## src/rtl/stc_pkg.sv

```systemverilog
// Shared constants for the bit-serial complement array: word modes, lane FSM
// encoding and a constant-evaluable log2 helper for counter sizing.
package stc_pkg;
  localparam logic [1:0] MODE_PASS = 2'd0;
  localparam logic [1:0] MODE_NEG  = 2'd1;
  localparam logic [1:0] MODE_ABS  = 2'd2;
  localparam logic [1:0] MODE_ONES = 2'd3;

  localparam logic [0:0] ST_COPY   = 1'b0;
  localparam logic [0:0] ST_INVERT = 1'b1;

  function automatic int clog2(input int v);
    int r;
    r = 0;
    for (int i = 0; i < 32; i++)
      if ((1 << i) < v) r = i + 1;
    return r;
  endfunction
endpackage

```

## src/rtl/serial_negate_lane.sv

```systemverilog
// One lane of the serial complementer: COPY/INVERT negation FSM plus the
// most-negative detector, both armed when a buffered word is loaded.
module serial_negate_lane
  import stc_pkg::*;
#(
  parameter int WIDTH = 8
) (
  input  logic             clk,
  input  logic             rst_n,
  input  logic             load,
  input  logic [1:0]       word_mode,
  input  logic [WIDTH-1:0] word,
  input  logic             shift,
  input  logic             last,
  input  logic             b,
  output logic             out,
  output logic             ovf
);
  logic [0:0] st;
  logic       neg_en;
  logic       ones;
  logic       is_min;

  // The whole word is visible at load, so ABS can decide on the MSB up front.
  always_ff @(posedge clk or negedge rst_n) begin
    if (!rst_n) begin
      st     <= ST_COPY;
      neg_en <= 1'b0;
      ones   <= 1'b0;
      is_min <= 1'b0;
    end else if (load) begin
      st     <= ST_COPY;
      neg_en <= (word_mode == MODE_NEG) || ((word_mode == MODE_ABS) && word[WIDTH-1]);
      ones   <= (word_mode == MODE_ONES);
      is_min <= (word == {1'b1, {(WIDTH-1){1'b0}}});
    end else if (shift && neg_en && (st == ST_COPY) && b) begin
      st <= ST_INVERT;
    end
  end

  always_comb begin
    out = b;
    if (ones || (neg_en && (st == ST_INVERT))) out = ~b;
  end

  assign ovf = last && neg_en && is_min;
endmodule

```

## src/rtl/serial_twos_comp_array.sv

```systemverilog
// Multi-lane, word-framed, LSB-first serial complement engine with per-word
// mode (pass/negate/abs/ones) and most-negative overflow flag.
module serial_twos_comp_array
  import stc_pkg::*;
#(
  parameter int WIDTH    = 8,
  parameter int CHANNELS = 2
) (
  input  logic                t_clk,
  input  logic                r_n,
  input  logic                in_valid,
  input  logic                in_sof,
  input  logic [CHANNELS-1:0] in_bit,
  input  logic [1:0]          mode,
  output logic                out_valid,
  output logic                out_sof,
  output logic [CHANNELS-1:0] out_bit,
  output logic [CHANNELS-1:0] ovf,
  output logic                err_frame
);
  localparam int CW = clog2(WIDTH);
  localparam logic [CW-1:0] LAST = CW'(WIDTH - 1);

  logic [CW-1:0]                      icnt;
  logic [CW-1:0]                      ocnt;
  logic [1:0]                         mode_lat;
  logic [CHANNELS-1:0][WIDTH-1:0]     cap;
  logic [CHANNELS-1:0][WIDTH-1:0]     obuf;
  logic [CHANNELS-1:0][WIDTH-1:0]     word;
  logic                               busy;
  logic                               xfer;
  logic [CHANNELS-1:0]                lane_out;
  logic [CHANNELS-1:0]                lane_ovf;

  assign xfer = in_valid && !in_sof && (icnt == LAST);

  // Completed word = captured low bits plus the MSB arriving this beat.
  always_comb begin
    word = cap;
    for (int c = 0; c < CHANNELS; c++) word[c][WIDTH-1] = in_bit[c];
  end

  always_ff @(posedge t_clk or negedge r_n) begin
    if (!r_n) begin
      icnt      <= '0;
      mode_lat  <= MODE_PASS;
      cap       <= '0;
      err_frame <= 1'b0;
    end else if (in_valid) begin
      err_frame <= in_sof ? (icnt != '0) : (icnt == '0);
      if (in_sof) begin
        for (int c = 0; c < CHANNELS; c++) cap[c][0] <= in_bit[c];
        mode_lat <= mode;
        icnt     <= CW'(1);
      end else if (icnt != '0) begin
        for (int c = 0; c < CHANNELS; c++) cap[c][icnt] <= in_bit[c];
        icnt <= (icnt == LAST) ? '0 : icnt + 1'b1;
      end
    end else begin
      err_frame <= 1'b0;
    end
  end

  // A transfer may land on the edge that retires the last bit: load wins, no bubble.
  always_ff @(posedge t_clk or negedge r_n) begin
    if (!r_n) begin
      obuf <= '0;
      busy <= 1'b0;
      ocnt <= '0;
    end else if (xfer) begin
      obuf <= word;
      busy <= 1'b1;
      ocnt <= '0;
    end else if (busy) begin
      for (int c = 0; c < CHANNELS; c++) obuf[c] <= {1'b0, obuf[c][WIDTH-1:1]};
      ocnt <= ocnt + 1'b1;
      if (ocnt == LAST) busy <= 1'b0;
    end
  end

  for (genvar c = 0; c < CHANNELS; c++) begin : g_lane
    serial_negate_lane #(.WIDTH(WIDTH)) u_lane (
      .clk       (t_clk),
      .rst_n     (r_n),
      .load      (xfer),
      .word_mode (mode_lat),
      .word      (word[c]),
      .shift     (busy),
      .last      (busy && (ocnt == LAST)),
      .b         (obuf[c][0]),
      .out       (lane_out[c]),
      .ovf       (lane_ovf[c])
    );
  end

  assign out_valid = busy;
  assign out_sof   = busy && (ocnt == '0);
  assign out_bit   = lane_out & {CHANNELS{busy}};
  assign ovf       = lane_ovf;
endmodule

```

## config.mk

```make
export PLATFORM = sky130hd
export DESIGN_NAME = serial_twos_comp_array
export DESIGN_NICKNAME = d
export VERILOG_FILES = /design/src/rtl/stc_pkg.sv /design/src/rtl/serial_negate_lane.sv /design/src/rtl/serial_twos_comp_array.sv
export SDC_FILE = /design/constraint.sdc
export NUM_CORES = 1
export LEC_CHECK = 0
export BUFFER_PORTS_ARGS = -buffer_cell sky130_fd_sc_hd__buf_2
export CORE_MARGIN = 2
export CORE_UTILIZATION = 54
export CTS_BUF_LIST = sky130_fd_sc_hd__clkbuf_4 sky130_fd_sc_hd__clkbuf_8 sky130_fd_sc_hd__clkbuf_16
export DETAILED_ROUTE_END_ITERATION = 12
export PLACE_DENSITY = 0.78
export SYNTH_ARGS = -nofsm -noshare
export SYNTH_HDL_FRONTEND = slang
export SYNTH_SLANG_ARGS = --single-unit
```

## constraint.sdc

```tcl
create_clock -name t_clk -period 5.2 [get_ports t_clk]
set_input_delay 1.04 -clock t_clk [delete_from_list [all_inputs] [get_ports t_clk]]
set_output_delay 1.04 -clock t_clk [all_outputs]
set_load 0.01 [all_outputs]
```

# Word level (Yosys, flattened, before mapping)
# Cells that the tools add are included.
# word_totals
out_inout_bits,7
regBits,107
input_bits,8
elab_cells,94
# op_classes
n_reduce_logical,34
n_lt_le_gt_ge,2
mux,25
n_eq_ne,7
addsub,2
bitwise_logic,6
# op_table
cell,count
two-way mux 32 bit,5
"adder 32 x 1 -> 32 bit, second input constant",2
"== test 32 x 3 -> 1 bit, second input constant",2
zero test 32 bit,2
"greater-or-equal comparator 32 x 1 -> 1 bit, second input constant",1
"less-than comparator 32 x 4 -> 1 bit, second input constant",1
two-way mux 16 bit,2
nonzero test 32 bit,1
logical AND 1 bit,19
bitwise mux 8 bit,2
"== test 8 bit, second input constant",2
two-way mux 1 bit,14
two-way mux 9 bit,1
nonzero test 2 bit,4
inverter 1 bit,5
"== test 2 bit, second input constant",2
logical OR 1 bit,4
AND reduction 2 bit,2
demux 1 bit (select 3 bit),1
AND reduction 3 bit,1
AND 2 bit,1
"== test 2 x 1 -> 1 bit, second input constant",1
zero test 1 bit,1

# Longest topological paths before layout
# Gate-level depths: netlist of run 1.
# logic_depth
word_depth,7
mapped_depth,14
depth_no_buf,11

# By module
# From an unflattened synthesis of run 1, not the netlist that was laid out.
# hier_totals
cells_unflattened,559
area_unflattened_um2,5447.7
# modules_own_cells
module,area_per_inst_um2,cells_each,n_inst
serial_twos_comp_array,5032.3,517,1
serial_negate_lane,207.7,21,2

# Worst setup path after synthesis of run 1
# No wires, ideal clock.
# synth_path
path_type,in2reg
from,in in_sof
to,reg icnt[19]
arrival_time_ns,2.904
setup_ns,0.121
slack_ns,2.175
stages,9
t_required_ns,5.079
path_cell_list,inv_1 clkbuf_1 clkbuf_1 ha_1 nand2b_1 nor4_1 nand4_1 xor2_1 nor2_1
# synth_via
elab_chain_cells,2
word_cells_on_any_way,3
classes_between,1 x mux; 2 x reduce/logical
# synth_rtl
item,line_no,source
start: declaration,serial_twos_comp_array.sv:12,"input logic in_sof,"
nonzero test 2 bit (no source line),-,
AND reduction 2 bit (no source line),-,
end signal: assignment,serial_twos_comp_array.sv:57,icnt <= (icnt == LAST) ? '0 : icnt + 1'b1;
end: declaration,serial_twos_comp_array.sv:24,logic [CW-1:0] icnt;
# Several ways; a longest one is shown, not always the timed one.
# A chain may end at the register's enable or synchronous reset.

# Worst setup path after layout of run 1
# layout_path
from,in in_sof
to,reg icnt[25]
# The elaborated chain is that of the path after synthesis.

==> impl_metrics.py, run 1 <==
metrics = {
    "layout": {
        "final_layout_size_suffix_gt1_share_pct": 9.88,
        "regArea_sq_um": 2630,
        "nets": 586,
        "finalInstanceArea_sq_um": 5810,
        "nFillCells": 843,
        "multiInputGateArea_sq_um": 2700,
        "antenna_cells": 0,
        "area_delta_synth_final_pct": 5.28,
    },
    "synthesis": {
        "ys_warn_count": 0,
        "async_reset_ff_share_pct": 100,
        "synth_seq_area_share_pct": 47.6,
        "ys_ff_latch": 105,
        "synth.avg_cell_area_sq_um": 9.52,
        "syn_inst": 580,
        "synth_mux_area_share_pct": 6.71,
        "yosys.area_share.adder_pct": 1.36,
        "synth_compound_area_share_pct": 6.93,
        "synthSimpleGateAreaFrac_pct": 26.4,
        "synth_cell_types": 48,
        "synth_top_family_by_area": "simple AND/OR/NAND/NOR gates",
        "synth-xor-area-share_pct": 7.45,
        "synth_area_sq_um": 5520,
        "synthFlopType": "dfrtp_1",
        "synth-edff-count": 0,
        "syn-num-nets": 594,
    },
    "placed_design": {
        "pre_cts_slack_ns": 1.48,
        "port_buffers": 14,
        "hpwl_mm": 7.93,
        "detailed_place.area_sq_um": 5630,
        "place.gp.congestion": 0.826,
    },
    "routing": {
        "drc": 0,
        "dr.pass1.iters": 5,
        "wl_per_cell_microns": 16.2,
        "ant_nets": 0,
        "wl_mm": 11.5,
        "routed_via_density": 6.05,
        "drt_iter0_drc": 378,
        "vias": 4298,
    },
    "floorplan": {
        "die_width_microns": 105,
        "rows": 36,
        "io_pins": 15,
        "die_h_microns": 105,
        "initial_core_util_pct": 56.0,
        "dieArea_sq_um": 11100,
        "core_sq_um": 9860,
    },
    "sta": {
        "fmax_ghz": 0.297,
        "finalWorstPathRequiredPeriod_ns": 3.36,
        "rsz0062_at_grt": "no",
        "holdWs_ns": 0.489,
        "worst_slack_ns": 1.84,
        "post-route-period-util_pct": 64.7,
        "finalSetupViolCount": 0,
        "fin_setup_tns_ns": 0,
        "skew_ns": 0.0120,
        "worstMarginPinSlew_ns": 1.17,
        "drv_slew": 0,
        "slew-limit-headroom_pct": 22.1,
        "hold_viol_final": 0,
    },
    "power": {
        "max-vdd-ir-drop_v": 0.000332,
        "seqPwrFrac_pct": 54.2,
        "powerDensity_nw_per_um2": 416,
        "power_w": 0.00242,
        "netSwitchingFraction_pct": 37.0,
        "p_int_w": 0.00153,
        "power_frac_comb_pct": 26.0,
        "clkPwrFrac_pct": 19.8,
        "leakagePower_nw": 2.51,
        "power_switching_w": 0.000895,
    },
    "clocking": {
        "ctsResizeCount": 0,
        "clock_path_buffers": 2,
        "cts_buffers": 9,
        "hold_buffers": 0,
        "cts_root_buf": "clkbuf_8",
        "htreeDepth": 3,
        "clock_latency_ns": 0.38,
        "cts_tree": "done",
        "post_cts_buffers": 0,
        "cts_num_sinks": 105,
        "path_clk_slew_ns": 0.09,
    },
    "flow_run": {
        "maxCapViolations": 0,
    },
    "worst_setup_path": {
        "worst_ep_arrival_time_ns": 3.59,
        "cp-end-kind": "register",
        "cp_max_fo": 21,
        "startpoint": "in_sof",
        "start_kind": "primary input",
        "r2r-start": "icnt[17]",
        "cpMaxStageDelayCell": "nor4_1",
        "cp.required_ns": 5.43,
        "path_class": "in2reg",
        "slowest_delay_ns": 0.93,
        "path_cells": "buf_2 > inv_1 > ha_1 > nand2b_1 > nor4_1 > nand4b_1 > xor2_1 > nor2_1",
    },
    "global_routing": {
        "first_global_vias": 4126,
        "grt_max_degree": 69,
        "grt_util_all_layers_pct": 22.1,
        "overflow": 0,
        "grt_first_pass_wirelength_mm": 19.6,
        "antenna_found_initial": 0,
    },
    "min_path": {
        "hp-class": "reg2reg",
        "min-delay-start": "g_lane[1].u_lane.is_min",
    },
    "run_status": {
        "status": "completed",
    },
}
[layout make-up]
type,count,share of cell area (%)
clock inverters,5,0.710
well taps,133,2.86
flip-flops and latches,105,45.2
inverters,13,0.839
multi-input cells,427,46.4
repair buffers,16,1.51
clock buffers,11,2.50
[state kept, by name, summed over array words and instances (netlist names)]
register              cells
cap                      14
icnt                     32
obuf                     16
mode_lat                  2
ocnt                     32
g_lane.u_lane.is_min      2
g_lane.u_lane.ones        1
out_valid                 1
g_lane.u_lane.neg_en      2
err_frame                 1
g_lane.u_lane.st          2
[Yosys cell counts, drive strengths merged (2+ instances only)]
cell type,n,area share (%)
dfrtp,105,48
nor2,77,5.4
nand2,45,3.1
nand3,29,2.9
nor4,29,3.4
nand4,28,3.2
xnor2,27,4.3
a21oi,25,2.4
clkbuf,25,1.7
xor2,20,3.2
mux2i,19,3.4
nor3,17,1.5
mux2,16,3.3
and4,13,2.1
inv,13,0.88
o21ai,12,1.1
buf,10,1.0
a31oi,9,1.0
and3,9,1.0
nor2b,8,0.91
ha,6,1.4
nand4b,5,0.79
or4,5,0.75
and2,4,0.45
o211ai,3,0.41
o22ai,3,0.34
a21o,2,0.27
a32o,2,0.36
nor4b,2,0.32
o31ai,2,0.27
[worst paths after layout]
kind / depth (start not counted) / slack [ns] / end
hold / removal: 2 / 0.49 / g_lane[1].u_lane.is_min
setup / recovery: 8 / 1.84 / icnt[25]
setup reg to reg: 11 / 1.87 / icnt[25]
min in group asynchronous: 1 / 0.75 / ocnt[25]
hold reg to reg: 2 / 0.49 / g_lane[1].u_lane.is_min
max in group asynchronous: 2 / 3.46 / obuf[7]
[critical path, delay by kind of cell]
family,cells,cell delay (ns)
and+or+nand+nor,4,1.60
adders and majority gates,1,0.33
xor gates and xnor gates,1,0.18
buffers and inverters,2,0.43
[layer usage]
layer  track usage (%)  part of all wire [%]  vias to the layer above
met5                 0                     0                        -
met4              6.10                   1.5                        0
met2              35.6                    49                       93
li1                  -                     -                     2059
met3              5.43                   3.9                       16
met1              29.8                    46                     2130
[power by group through the flow]
stage	Combinational [W]	Clock, W	Sequential, W
floorplan	0.000525	0	0.00123
global placement	0.000596	0	0.00130
detailed placement	0.000628	0	0.00132
CTS	0.000632	0.000490	0.00131
global route	0.000714	0.000524	0.00135
finish	0.000630	0.000479	0.00131
[through the flow]
stage	utilization (%)	cells
finish	58.9	710
global route	58.9	710
CTS	58.9	710
detailed placement	57.1	694
global placement	57.1	694
floorplan	-	580
[logic make-up after synthesis]
group                      after synthesis
AOI/OAI and AO/OA                       63
xor gates and xnor gates                47
and+or+nand+nor                        276
muxes                                   35
adders and majority gates                6
buffers and inverters                   48
DFF                                    105
[cell usage in the layout (no fill, tap or decap), types with 16 or more instances in the layout]
master / netlist / final
dfrtp_1: 105 / 105
nor2_1: 76 / 76
nand2_1: 45 / 45
nor4_1: 28 / 28
nand4_1: 28 / 28
nand3_1: 28 / 28
xnor2_1: 27 / 27
a21oi_1: 23 / 23
xor2_1: 20 / 20
mux2i_1: 19 / 19
nor3_1: 17 / 17
mux2_2: 16 / 16
Note: power is estimated with default switching activity, not from simulation.
==> inputs of run 2 (changes only) <==
==> constraint.sdc (replaced) <==
create_clock -name t_clk -period 3.5 [get_ports t_clk]
set_input_delay 0.7 -clock t_clk [delete_from_list [all_inputs] [get_ports t_clk]]
set_output_delay 0.7 -clock t_clk [all_outputs]
set_load 0.01 [all_outputs]
==> impl_metrics.py, run 2 (same netlist as run 1, synthesis figures left out) <==
metrics = {
    "run_status": {
        "status": "completed",
    },
    "worst_setup_path": {
        "cp_max_fo": 10,
        "rr_worst_depth": 12,
        "path_class": "reg2reg",
        "reg2reg_slack_ns": 0.55,
        "slowest_delay_ns": 0.54,
        "reg2reg_to": "icnt[28]",
        "cp-end-kind": "register",
        "crit_family": "simple AND/OR/NAND/NOR gates",
        "worst_ep_arrival_time_ns": 3.23,
        "path_buf_inv": 2,
        "path_cells": "nor4_1 > nand4_1 > nor4_2 > buf_4 > nand2_1 > inv_1 > ha_1 > nor2b_1 > nand4_1 > nor4_1 > xnor2_1 > nor2_1",
        "r2r-start": "icnt[3]",
        "cp.required_ns": 3.78,
        "cpMaxStageDelayCell": "dfrtp_1",
        "start_kind": "register",
    },
    "floorplan": {
        "die_h_microns": 105,
        "initial_core_util_pct": 56.0,
        "dieArea_sq_um": 11100,
        "rows": 36,
        "core_sq_um": 9860,
        "io_pins": 15,
        "die_width_microns": 105,
    },
    "min_path": {
        "hp-class": "in2async",
    },
    "routing": {
        "drt_iter0_drc": 228,
        "wl_mm": 11.9,
        "wl_per_cell_microns": 16.5,
        "drc": 0,
        "ant_nets": 0,
        "routed_via_density": 6.06,
        "vias": 4363,
        "dr.pass1.iters": 5,
    },
    "sta": {
        "worstMarginPinSlew_ns": 0.858,
        "fmax_ghz": 0.339,
        "post-route-period-util_pct": 84.4,
        "rsz0062_at_grt": "no",
        "finalSetupViolCount": 0,
        "skew_ns": 0.00978,
        "drv_slew": 0,
        "hold_viol_final": 0,
        "finalWorstPathRequiredPeriod_ns": 2.95,
        "fin_setup_tns_ns": 0,
        "slew-limit-headroom_pct": 42.8,
    },
    "clocking": {
        "htreeDepth": 3,
        "hold_buffers": 0,
        "cts_buffers": 9,
        "clock_latency_ns": 0.38,
        "clock_path_buffers": 2,
        "post_cts_buffers": 0,
        "path_clk_slew_ns": 0.11,
        "ctsResizeCount": 0,
        "cts_num_sinks": 105,
        "cts_tree": "done",
        "cts_root_buf": "clkbuf_8",
    },
    "global_routing": {
        "grt_first_pass_wirelength_mm": 20.3,
        "first_global_vias": 4153,
        "grt_max_degree": 67,
        "met1_usage_pct": 31.3,
        "antenna_found_initial": 0,
        "busiest_layer": "met2",
        "grt_util_all_layers_pct": 22.6,
        "overflow": 0,
        "met3_usage_pct": 4.05,
        "met2_usage_pct": 37.0,
    },
    "layout": {
        "nets": 596,
        "reg.largest.list": "icnt x32, ocnt x32, obuf x16",
        "layout_commonest_cell": "dfrtp_1",
        "finalInstanceArea_sq_um": 5910,
        "antenna_cells": 0,
        "area_delta_synth_final_pct": 7.07,
        "final_layout_size_suffix_gt1_share_pct": 11.4,
        "layout_common_cells": "dfrtp_1 (105), nor2_1 (76), nand2_1 (45)",
        "nFillCells": 819,
    },
    "power": {
        "p_int_w": 0.00228,
        "seqPwrFrac_pct": 53.3,
        "power_w": 0.00367,
        "power_switching_w": 0.00139,
        "power_frac_comb_pct": 26.5,
        "powerDensity_nw_per_um2": 620,
        "clkPwrFrac_pct": 20.2,
        "max-vdd-ir-drop_v": 0.000537,
        "leakagePower_nw": 2.58,
        "netSwitchingFraction_pct": 37.8,
    },
    "placed_design": {
        "port_buffers": 14,
        "hpwl_mm": 8.21,
        "place.gp.congestion": 0.836,
        "detailed_place.area_sq_um": 5720,
    },
    "flow_run": {
        "maxCapViolations": 0,
    },
}
==> run 2: changes by cell type in the layout (fill, tap and decap cells not counted), moves of 2 or more <==
cell,change
inv_6,+2
buf_4,+9
clkinvlp_4,-2
inv_8,+2
==> run 2: how the worst max path moves through the flow <==
stage	to	startpoint	slack [ns]	cells past startpoint
3_5_place_dp	icnt[28]	icnt[3]	0.61	12
4_1_cts	icnt[28]	icnt[3]	0.59	12
3_3_place_gp	cap[8]	icnt[10]	0.75	11
2_1_floorplan	icnt[19]	in_sof	0.82	9
6_report	icnt[28]	icnt[3]	0.55	12
5_1_grt	cap[0]	icnt[12]	0.38	11
==> run 2: through the flow <==
stage / setup slack (ns) / hold WS (ns) / utilization [%] / instances
floorplan: 0.815 / 0.404 / - / 580
global placement: 0.752 / 0.465 / 57.9 / 704
detailed placement: 0.613 / 0.479 / 57.9 / 704
CTS: 0.593 / 0.464 / 59.9 / 720
global route: 0.382 / 0.511 / 59.9 / 720
finish: 0.548 / 0.438 / 59.9 / 720
==> run 2: final cells by class <==
cell class	count	area, sq um	area share (%)
Clock inverter	7	73.8	1.25
Tap cell	133	166	2.81
Inverter	13	48.8	0.825
Sequential cell	105	2630	44.4
Clock buffer	9	124	2.09
Multi-Input combinational cell	427	2700	45.6
Timing Repair Buffer	26	175	2.96
==> run 2: power groups by stage <==
stage,sequential (W),combinational [W],clock [W]
2_1_floorplan,0.00183,0.000780,0
3_3_place_gp,0.00194,0.000917,0
3_5_place_dp,0.00197,0.000967,0
4_1_cts,0.00194,0.000975,0.000762
5_1_grt,0.00201,0.00109,0.000809
6_report,0.00196,0.000970,0.000741
==> run 2: routing by layer <==
metal,up-vias,wire length [microns]
met5,-,0
met4,0,131
met3,14,624
met2,125,5790
met1,2152,5340
li1,2072,-
